File: src/rtl/dtm_dmi_engine.sv
// dtm_dmi_engine: JTAG DTM DTMCS/DMI register engine with request/response FSM, TCK domain
module dtm_dmi_engine #(
  parameter int ABITS       = 7,
  parameter int IDLE_CYCLES = 1,
  parameter int DTM_VERSION = 1
) (
  input  logic             tck_i,
  input  logic             rst_i,
  input  logic             capture_i,
  input  logic             shift_i,
  input  logic             update_i,
  input  logic             tdi_i,
  input  logic             dmi_select_i,
  input  logic             dtmcs_select_i,
  output logic             dmi_tdo_o,
  output logic             dtmcs_tdo_o,
  output logic             dmi_clear_o,
  output logic [ABITS-1:0] dmi_req_addr_o,
  output logic [31:0]      dmi_req_data_o,
  output logic [1:0]       dmi_req_op_o,
  output logic             dmi_req_valid_o,
  input  logic             dmi_req_ready_i,
  input  logic [31:0]      dmi_resp_data_i,
  input  logic [1:0]       dmi_resp_resp_i,
  input  logic             dmi_resp_valid_i,
  output logic             dmi_resp_ready_o
);
  localparam int DW = ABITS + 34;
  typedef enum logic [1:0] {S_IDLE, S_REQ, S_WAIT} state_t;
  state_t           r_state;
  logic [1:0]       r_error;
  logic [ABITS-1:0] r_last_addr;
  logic [ABITS-1:0] r_req_addr;
  logic [31:0]      r_last_data;
  logic [31:0]      r_req_data;
  logic [1:0]       r_req_op;
  logic             r_req_valid;
  logic             r_resp_ready;
  logic             r_clear;
  logic [31:0]      r_dtmcs_sr;
  logic [DW-1:0]    r_dmi_sr;
  logic             w_dtmcs_cap, w_dtmcs_shift, w_dtmcs_upd;
  logic             w_dmi_cap, w_dmi_shift, w_dmi_upd;
  logic             w_hardreset, w_busy, w_op_valid;
  logic [1:0]       w_dmi_status;
  logic [31:0]      w_dtmcs_val;
  logic             w_unused;
  assign w_dtmcs_cap   = dtmcs_select_i & capture_i;
  assign w_dtmcs_shift = dtmcs_select_i & shift_i;
  assign w_dtmcs_upd   = dtmcs_select_i & update_i;
  assign w_dmi_cap     = dmi_select_i & capture_i;
  assign w_dmi_shift   = dmi_select_i & shift_i;
  assign w_dmi_upd     = dmi_select_i & update_i;
  assign w_hardreset   = w_dtmcs_upd & r_dtmcs_sr[17];
  assign w_busy        = r_state != S_IDLE;
  assign w_op_valid    = r_dmi_sr[1:0] == 2'd1 || r_dmi_sr[1:0] == 2'd2;
  // a busy capture reports 3 even though the sticky error only latches it on this same edge
  assign w_dmi_status  = r_error != 2'd0 ? r_error : w_busy ? 2'd3 : 2'd0;
  assign w_dtmcs_val   = {17'd0, 3'(IDLE_CYCLES), r_error, 6'(ABITS), 4'(DTM_VERSION)};
  assign w_unused      = ^{r_dtmcs_sr[31:18], r_dtmcs_sr[15:0]};
  assign dmi_tdo_o        = r_dmi_sr[0];
  assign dtmcs_tdo_o      = r_dtmcs_sr[0];
  assign dmi_clear_o      = r_clear;
  assign dmi_req_addr_o   = r_req_addr;
  assign dmi_req_data_o   = r_req_data;
  assign dmi_req_op_o     = r_req_op;
  assign dmi_req_valid_o  = r_req_valid;
  assign dmi_resp_ready_o = r_resp_ready;
  always_ff @(posedge tck_i) begin
    if (rst_i) begin
      r_state      <= S_IDLE;
      r_error      <= 2'd0;
      r_last_addr  <= '0;
      r_req_addr   <= '0;
      r_last_data  <= '0;
      r_req_data   <= '0;
      r_req_op     <= '0;
      r_req_valid  <= 1'b0;
      r_resp_ready <= 1'b0;
      r_clear      <= 1'b0;
      r_dtmcs_sr   <= '0;
      r_dmi_sr     <= '0;
    end else begin
      r_clear <= w_hardreset;
      if (w_dtmcs_cap) r_dtmcs_sr <= w_dtmcs_val;
      else if (w_dtmcs_shift) r_dtmcs_sr <= {tdi_i, r_dtmcs_sr[31:1]};
      if (w_dmi_cap) r_dmi_sr <= {r_last_addr, r_last_data, w_dmi_status};
      else if (w_dmi_shift) r_dmi_sr <= {tdi_i, r_dmi_sr[DW-1:1]};
      if (r_state == S_REQ && dmi_req_ready_i) begin
        r_state      <= S_WAIT;
        r_req_valid  <= 1'b0;
        r_resp_ready <= 1'b1;
      end
      if (r_state == S_WAIT && dmi_resp_valid_i && !w_hardreset) begin
        r_last_data  <= dmi_resp_data_i;
        r_state      <= S_IDLE;
        r_resp_ready <= 1'b0;
        if (dmi_resp_resp_i[1] && r_error == 2'd0) r_error <= dmi_resp_resp_i;
      end
      if (w_dmi_cap && w_busy && r_error == 2'd0) r_error <= 2'd3;
      if (w_dmi_upd && r_error == 2'd0) begin
        if (w_busy) r_error <= 2'd3;
        else if (w_op_valid) begin
          r_req_addr  <= r_dmi_sr[DW-1:34];
          r_last_addr <= r_dmi_sr[DW-1:34];
          r_req_data  <= r_dmi_sr[33:2];
          r_req_op    <= r_dmi_sr[1:0];
          r_req_valid <= 1'b1;
          r_state     <= S_REQ;
        end
      end
      // hardreset is a superset of dmireset and abandons any transaction in flight
      if (w_dtmcs_upd && (r_dtmcs_sr[16] || r_dtmcs_sr[17])) r_error <= 2'd0;
      if (w_hardreset) begin
        r_state      <= S_IDLE;
        r_req_valid  <= 1'b0;
        r_resp_ready <= 1'b0;
      end
    end
  end
endmodule

File: config.mk
export PLATFORM = sky130hd
export DESIGN_NAME = dtm_dmi_engine
export DESIGN_NICKNAME = d
export VERILOG_FILES = /design/src/rtl/dtm_dmi_engine.sv
export SDC_FILE = /design/constraint.sdc
export NUM_CORES = 1
export LEC_CHECK = 0
export CORE_UTILIZATION = 41
export CTS_CLUSTER_SIZE = 30
export DETAILED_ROUTE_END_ITERATION = 6
export HOLD_SLACK_MARGIN = 0.12
export PLACE_DENSITY = 0.7
export SLEW_MARGIN = 20
export SYNTH_ARGS = -nofsm -noshare
export SYNTH_HDL_FRONTEND = slang
export SYNTH_SLANG_ARGS = --single-unit
File: constraint.sdc
create_clock -name tck_i -period 3.8 [get_ports tck_i]
set_input_delay 0.57 -clock tck_i [delete_from_list [all_inputs] [get_ports tck_i]]
set_output_delay 0.57 -clock tck_i [all_outputs]
set_load 0.05 [all_outputs]
Word level (Yosys, flattened, before mapping)
Cells that the tools add are included.
Widths: inputs -> output; s select.
{"block": "word_totals", "register_bits": 153, "latchBits": 0, "ram_bits": 0, "mem_bits_ro": 0, "output_inout_bits": 46, "word_cells": 65, "memories": 0}
{"block": "op_classes", "addsub": 0, "multipliers": 0, "div": 0, "order_cmp": 0, "eq_ne": 4, "shifts": 0, "n_mux": 20, "n_bitwise": 8, "reduce_logical": 21}
{"operator": "$mux 41", "count": 2}
{"operator": "$mux 13", "count": 2}
{"operator": "$mux 2", "count": 12}
{"operator": "$logic_and 1x1->1", "count": 8}
{"operator": "$reduce_bool 2->1", "count": 4}
{"operator": "$and 1x1->1", "count": 7}
{"operator": "$reduce_or 2->1", "count": 3}
{"operator": "$eq 2x1->1 const B", "count": 2}
{"operator": "$eq 2x2->1 const B", "count": 2}
{"operator": "$mux 1", "count": 4}
{"operator": "$reduce_and 3->1", "count": 1}
{"operator": "$reduce_or 3->1", "count": 1}
{"operator": "$logic_not 2->1", "count": 1}
{"operator": "$logic_or 1x1->1", "count": 2}
{"operator": "$logic_not 1->1", "count": 1}
{"operator": "$not 1->1", "count": 1}

Depth between registers and ports, before layout
{"block": "depth", "word_depth": 8, "depth_mapped": 6, "mapped_depth_nobuf": 3}

Least setup slack after synthesis
No wires, ideal clock.
{"block": "synth_timing", "kind": "input to register", "start": "input port dmi_select_i", "end": "register r_req_data[17], in the netlist dmi_req_data_o[17]", "arrival_time_ps": 1595, "path_slack_ps": 2073, "path_stages": 6, "path_cell_list": "buf_4 > or3b_1 > buf_2 > buf_6 > o31ai_2 > a21oi_1"}
{"block": "synth_between", "elab_chain_cells": 3}
{"element": "start: declaration", "line": "13", "text": "input logic dmi_select_i,"}
{"element": "$and 1x1->1", "line": "53", "text": "assign w_dmi_upd = dmi_select_i & update_i;"}
{"element": "$logic_and 1x1->1", "line": "101", "text": "if (w_dmi_upd && r_error == 2'd0) begin"}
{"element": "$reduce_and 3->1 (no line)"}
{"element": "end signal: assignment", "line": "106", "text": "r_req_data <= r_dmi_sr[33:2];"}
{"element": "end: declaration", "line": "35", "text": "logic [31:0] r_req_data;"}
No other way between the ends.
A chain may end at the register's enable or synchronous reset.

Final worst setup path
{"block": "layout_timing", "start": "register r_dmi_sr[0]", "end": "output port dmi_tdo_o"}
{"element": "start: declaration", "line": "41", "text": "logic [DW-1:0] r_dmi_sr;"}
{"element": "start signal: assignment", "line": "87", "text": "if (w_dmi_cap) r_dmi_sr <= {r_last_addr, r_last_data, w_dmi_status};"}
{"element": "start signal: assignment", "line": "88", "text": "else if (w_dmi_shift) r_dmi_sr <= {tdi_i, r_dmi_sr[DW-1:1]};"}
{"element": "end: declaration", "line": "15", "text": "output logic dmi_tdo_o,"}
No word-level cell between the ends.

==> flow_metrics.env <==
export IMPL_final_cells=1068
export IMPL_cp_start_kind="flop"
export IMPL_pin_count=90
export IMPL_root_buffer="clkbuf_16"
export IMPL_r2r_start="r_dmi_sr[0]"
export IMPL_seq_area_frac_synth=0.457
export IMPL_wl_mm=18.0
export IMPL_overflow=0
export IMPL_numClockSinks=153
export IMPL_drcViolationCount=0
export IMPL_relSlewSlack=0.366
export IMPL_setup_viol=0
export IMPL_crit_path_end_kind="output port"
export IMPL_max_freq_ghz=0.406
export IMPL_postPlaceCellArea_mm2=0.00763
export IMPL_grt_pass1_vias=5609
export IMPL_ant_nets=0
export IMPL_synth_cells=799
export IMPL_holdBufCountCts=0
export IMPL_cap_violations=0
export IMPL_syn_nets=843
export IMPL_setup_tns_ns=0
export IMPL_clockPowerShare=0.470
export IMPL_post_cts_resized=0
export IMPL_fin_crit_sh=0.648
export IMPL_core_mm2=0.0159
export IMPL_clk_pin_slew_ns=0.06
export IMPL_slew_viol_final=0
export IMPL_fin_area_mm2=0.00828
export IMPL_ys_ff_latch=153
export IMPL_drive_above_1_share=0.116
export IMPL_viasPerCell=5.59
export IMPL_final_core_util=0.519
export IMPL_grt_total_usage=0.222
export IMPL_gp_congestion=0.792
export IMPL_htree_num_levels=4
export IMPL_nets=883
export IMPL_irDropWorstVdd_v=0.000343
export IMPL_crit_fanout=5
export IMPL_path_delay_family="buffers and inverters"
export IMPL_die_h_um=130
export IMPL_arrival_ns=1.89
export IMPL_intPower_w=0.00296
export IMPL_floorplan_initialDensity=0.420
export IMPL_seqPwrFrac=0.430
export IMPL_vias=5969
export IMPL_tightest_slew_ns=0.952
export IMPL_cp_data_required_time_ns=3.23
export IMPL_rsz0062_at_grt="false"
export IMPL_hpwl_mm=10.8
export IMPL_min_from="r_dtmcs_sr[26]"
export IMPL_antenna_found_initial=0
export IMPL_grt_max_degree=94
export IMPL_drt_iter0_drc=619
export IMPL_syn_to_final_growth_pct=23.5
export IMPL_yosysWarnings=0
export IMPL_dieArea_mm2=0.0169
export IMPL_clock_path_buffers=2
export IMPL_numCtsBuffers=17
export IMPL_powerDensity_mw_per_mm2=474
export IMPL_timing_critical_path_from="r_dmi_sr[0]"
export IMPL_critPathSlowestCell="clkdlybuf4s50_1"
export IMPL_critPathBufInv=1
export IMPL_wl_per_cell_um=16.8
export IMPL_postCtsSetupBuffers=0
export IMPL_hold_viol=0
export IMPL_postSynthAreaPerCell_um2=8.39
export IMPL_critical_path_max_stage_delay_ns=0.88
export IMPL_cts_tree="done"
export IMPL_crit_chain="clkdlybuf4s50_1"
export IMPL_synthesis_area_mm2=0.00670
export IMPL_p_sw_frac=0.245
export IMPL_clock_skew_final_ns=0.00894
export IMPL_outcome="completed"
export IMPL_hp_class="reg2reg"
export IMPL_die_x_um=130
export IMPL_p_comb_frac=0.101
export IMPL_clk_latency_ns=0.43
export IMPL_p_leak_nw=2.71
export IMPL_first_pass_iters=5
export IMPL_p_switching_w=0.000960
export IMPL_path_class="reg2out"
export IMPL_dp_cells=1036
export IMPL_grt_pass1_wl_mm=29.0
export IMPL_io_buffers=89
export IMPL_period_needed_ns=2.46
export IMPL_placementRows=46
export IMPL_synthDistinctLibCells=41
power groups by stage:
stage | registers [W] | logic, W | clock network [W]
3_3_place_gp | 0.00172 | 0.000381 | 0
3_5_place_dp | 0.00172 | 0.000390 | 0
4_1_cts | 0.00169 | 0.000394 | 0.00186
2_1_floorplan | 0.00173 | 0.000250 | 0
6_report | 0.00169 | 0.000394 | 0.00184
5_1_grt | 0.00169 | 0.000425 | 0.00194
metrics by stage:
stage	power (W)	setup WS (ns)	hold WS, ns
2_1_floorplan	0.00198	2.07	0.432
3_3_place_gp	0.00210	1.07	0.437
3_5_place_dp	0.00211	1.03	0.443
4_1_cts	0.00394	1.33	0.454
5_1_grt	0.00405	1.30	0.472
6_report	0.00392	1.34	0.455
layout make-up:
type | instances | area (um2)
Clock buffer | 19 | 443
Multi-Input combinational cell | 516 | 3100
Antenna cell | 1 | 2.50
Fill cell | 1476 | 7660
Inverter | 43 | 161
Clock inverter | 12 | 199
Sequential cell | 153 | 3060
Timing Repair Buffer | 108 | 1040
Tap cell | 216 | 270
registers in the layout, indices dropped and copies added, names as in the netlist:
signal / cells
dmi_clear_o: 1
r_state: 2
dmi_resp_ready_o: 1
dmi_req_data_o: 32
r_dtmcs_sr: 32
r_last_data: 32
dmi_req_addr_o: 7
r_error: 2
dmi_req_op_o: 2
dmi_req_valid_o: 1
r_dmi_sr: 41
final timing paths:
path | endpoint | slack [ns] | cells past startpoint
min reg2reg | r_dtmcs_sr[25] | 0.45 | 2
max reg2reg | dmi_req_op_o[1] | 1.69 | 4
min | r_dtmcs_sr[25] | 0.45 | 2
max | dmi_tdo_o | 1.34 | 1
cell families after synthesis:
kind of cell	Yosys count	share of synthesized area
simple gates	200	0.144
xor+xnor	2	0.00261
flops	153	0.457
buf+inv	130	0.0859
compound gates	314	0.311
synth_stat cells:
| library cell | number | area [um2] |
|---|---|---|
| a211oi_1 | 1 | 7.51 |
| a21o_1 | 2 | 15.0 |
| a21oi_1 | 142 | 711 |
| a22o_1 | 40 | 350 |
| a31oi_1 | 1 | 6.26 |
| a41o_1 | 1 | 10.0 |
| and2_1 | 1 | 6.26 |
| and3_1 | 1 | 6.26 |
| and3b_1 | 1 | 8.76 |
| and4_1 | 1 | 8.76 |
| buf_1 | 6 | 22.5 |
| buf_2 | 19 | 95.1 |
| buf_4 | 1 | 7.51 |
| buf_6 | 8 | 90.1 |
| clkbuf_1 | 53 | 199 |
| dfxtp_1 | 153 | 3060 |
| inv_1 | 43 | 161 |
| nand2_1 | 58 | 218 |
| nand2b_1 | 1 | 6.26 |
| nand3_1 | 34 | 170 |
| nand3b_1 | 3 | 22.5 |
| nand4_1 | 40 | 250 |
| nor2_1 | 50 | 188 |
| nor2b_1 | 1 | 6.26 |
| nor3_1 | 2 | 10.0 |
| nor3b_1 | 1 | 7.51 |
| nor3b_2 | 2 | 25.0 |
| nor4_1 | 1 | 6.26 |
| o211a_1 | 1 | 10.0 |
| o21a_1 | 2 | 15.0 |
| o21ai_0 | 21 | 105 |
| o21ai_1 | 54 | 270 |
| o21ba_1 | 1 | 10.0 |
| o221ai_1 | 1 | 8.76 |
| o31a_1 | 2 | 17.5 |
| o31ai_2 | 40 | 500 |
| o32ai_1 | 5 | 43.8 |
| or2_2 | 1 | 6.26 |
| or3b_1 | 2 | 17.5 |
| xnor2_1 | 1 | 8.76 |
| xor2_1 | 1 | 8.76 |
cells in the final DEF, fill, tap and decap left out, drive strengths merged, types with 2 or more instances in the layout:
cell type / instances
clkinv: 3
bufinv: 5
nand3: 34
nand4: 40
nor2: 50
nor3b: 3
a21oi: 142
o32ai: 5
o31ai: 40
clkinvlp: 4
o21a: 2
nor3: 2
o31a: 2
buf: 22
inv: 43
a22o: 40
clkbuf: 19
o21ai: 75
nand3b: 3
nand2: 58
a21o: 2
or3b: 2
dfxtp: 153
clkdlybuf4s50: 86
routing by layer:
| layer | global-route usage | part of all wire | vias up |
|---|---|---|---|
| li1 | - | - | 2928 |
| met1 | 0.288 | 0.46 | 2817 |
| met2 | 0.359 | 0.47 | 195 |
| met3 | 0.0472 | 0.054 | 29 |
| met4 | 0.0923 | 0.021 | 0 |
| met5 | 0 | 0 | - |
No activity file was read; power rests on OpenSTA's default activity.
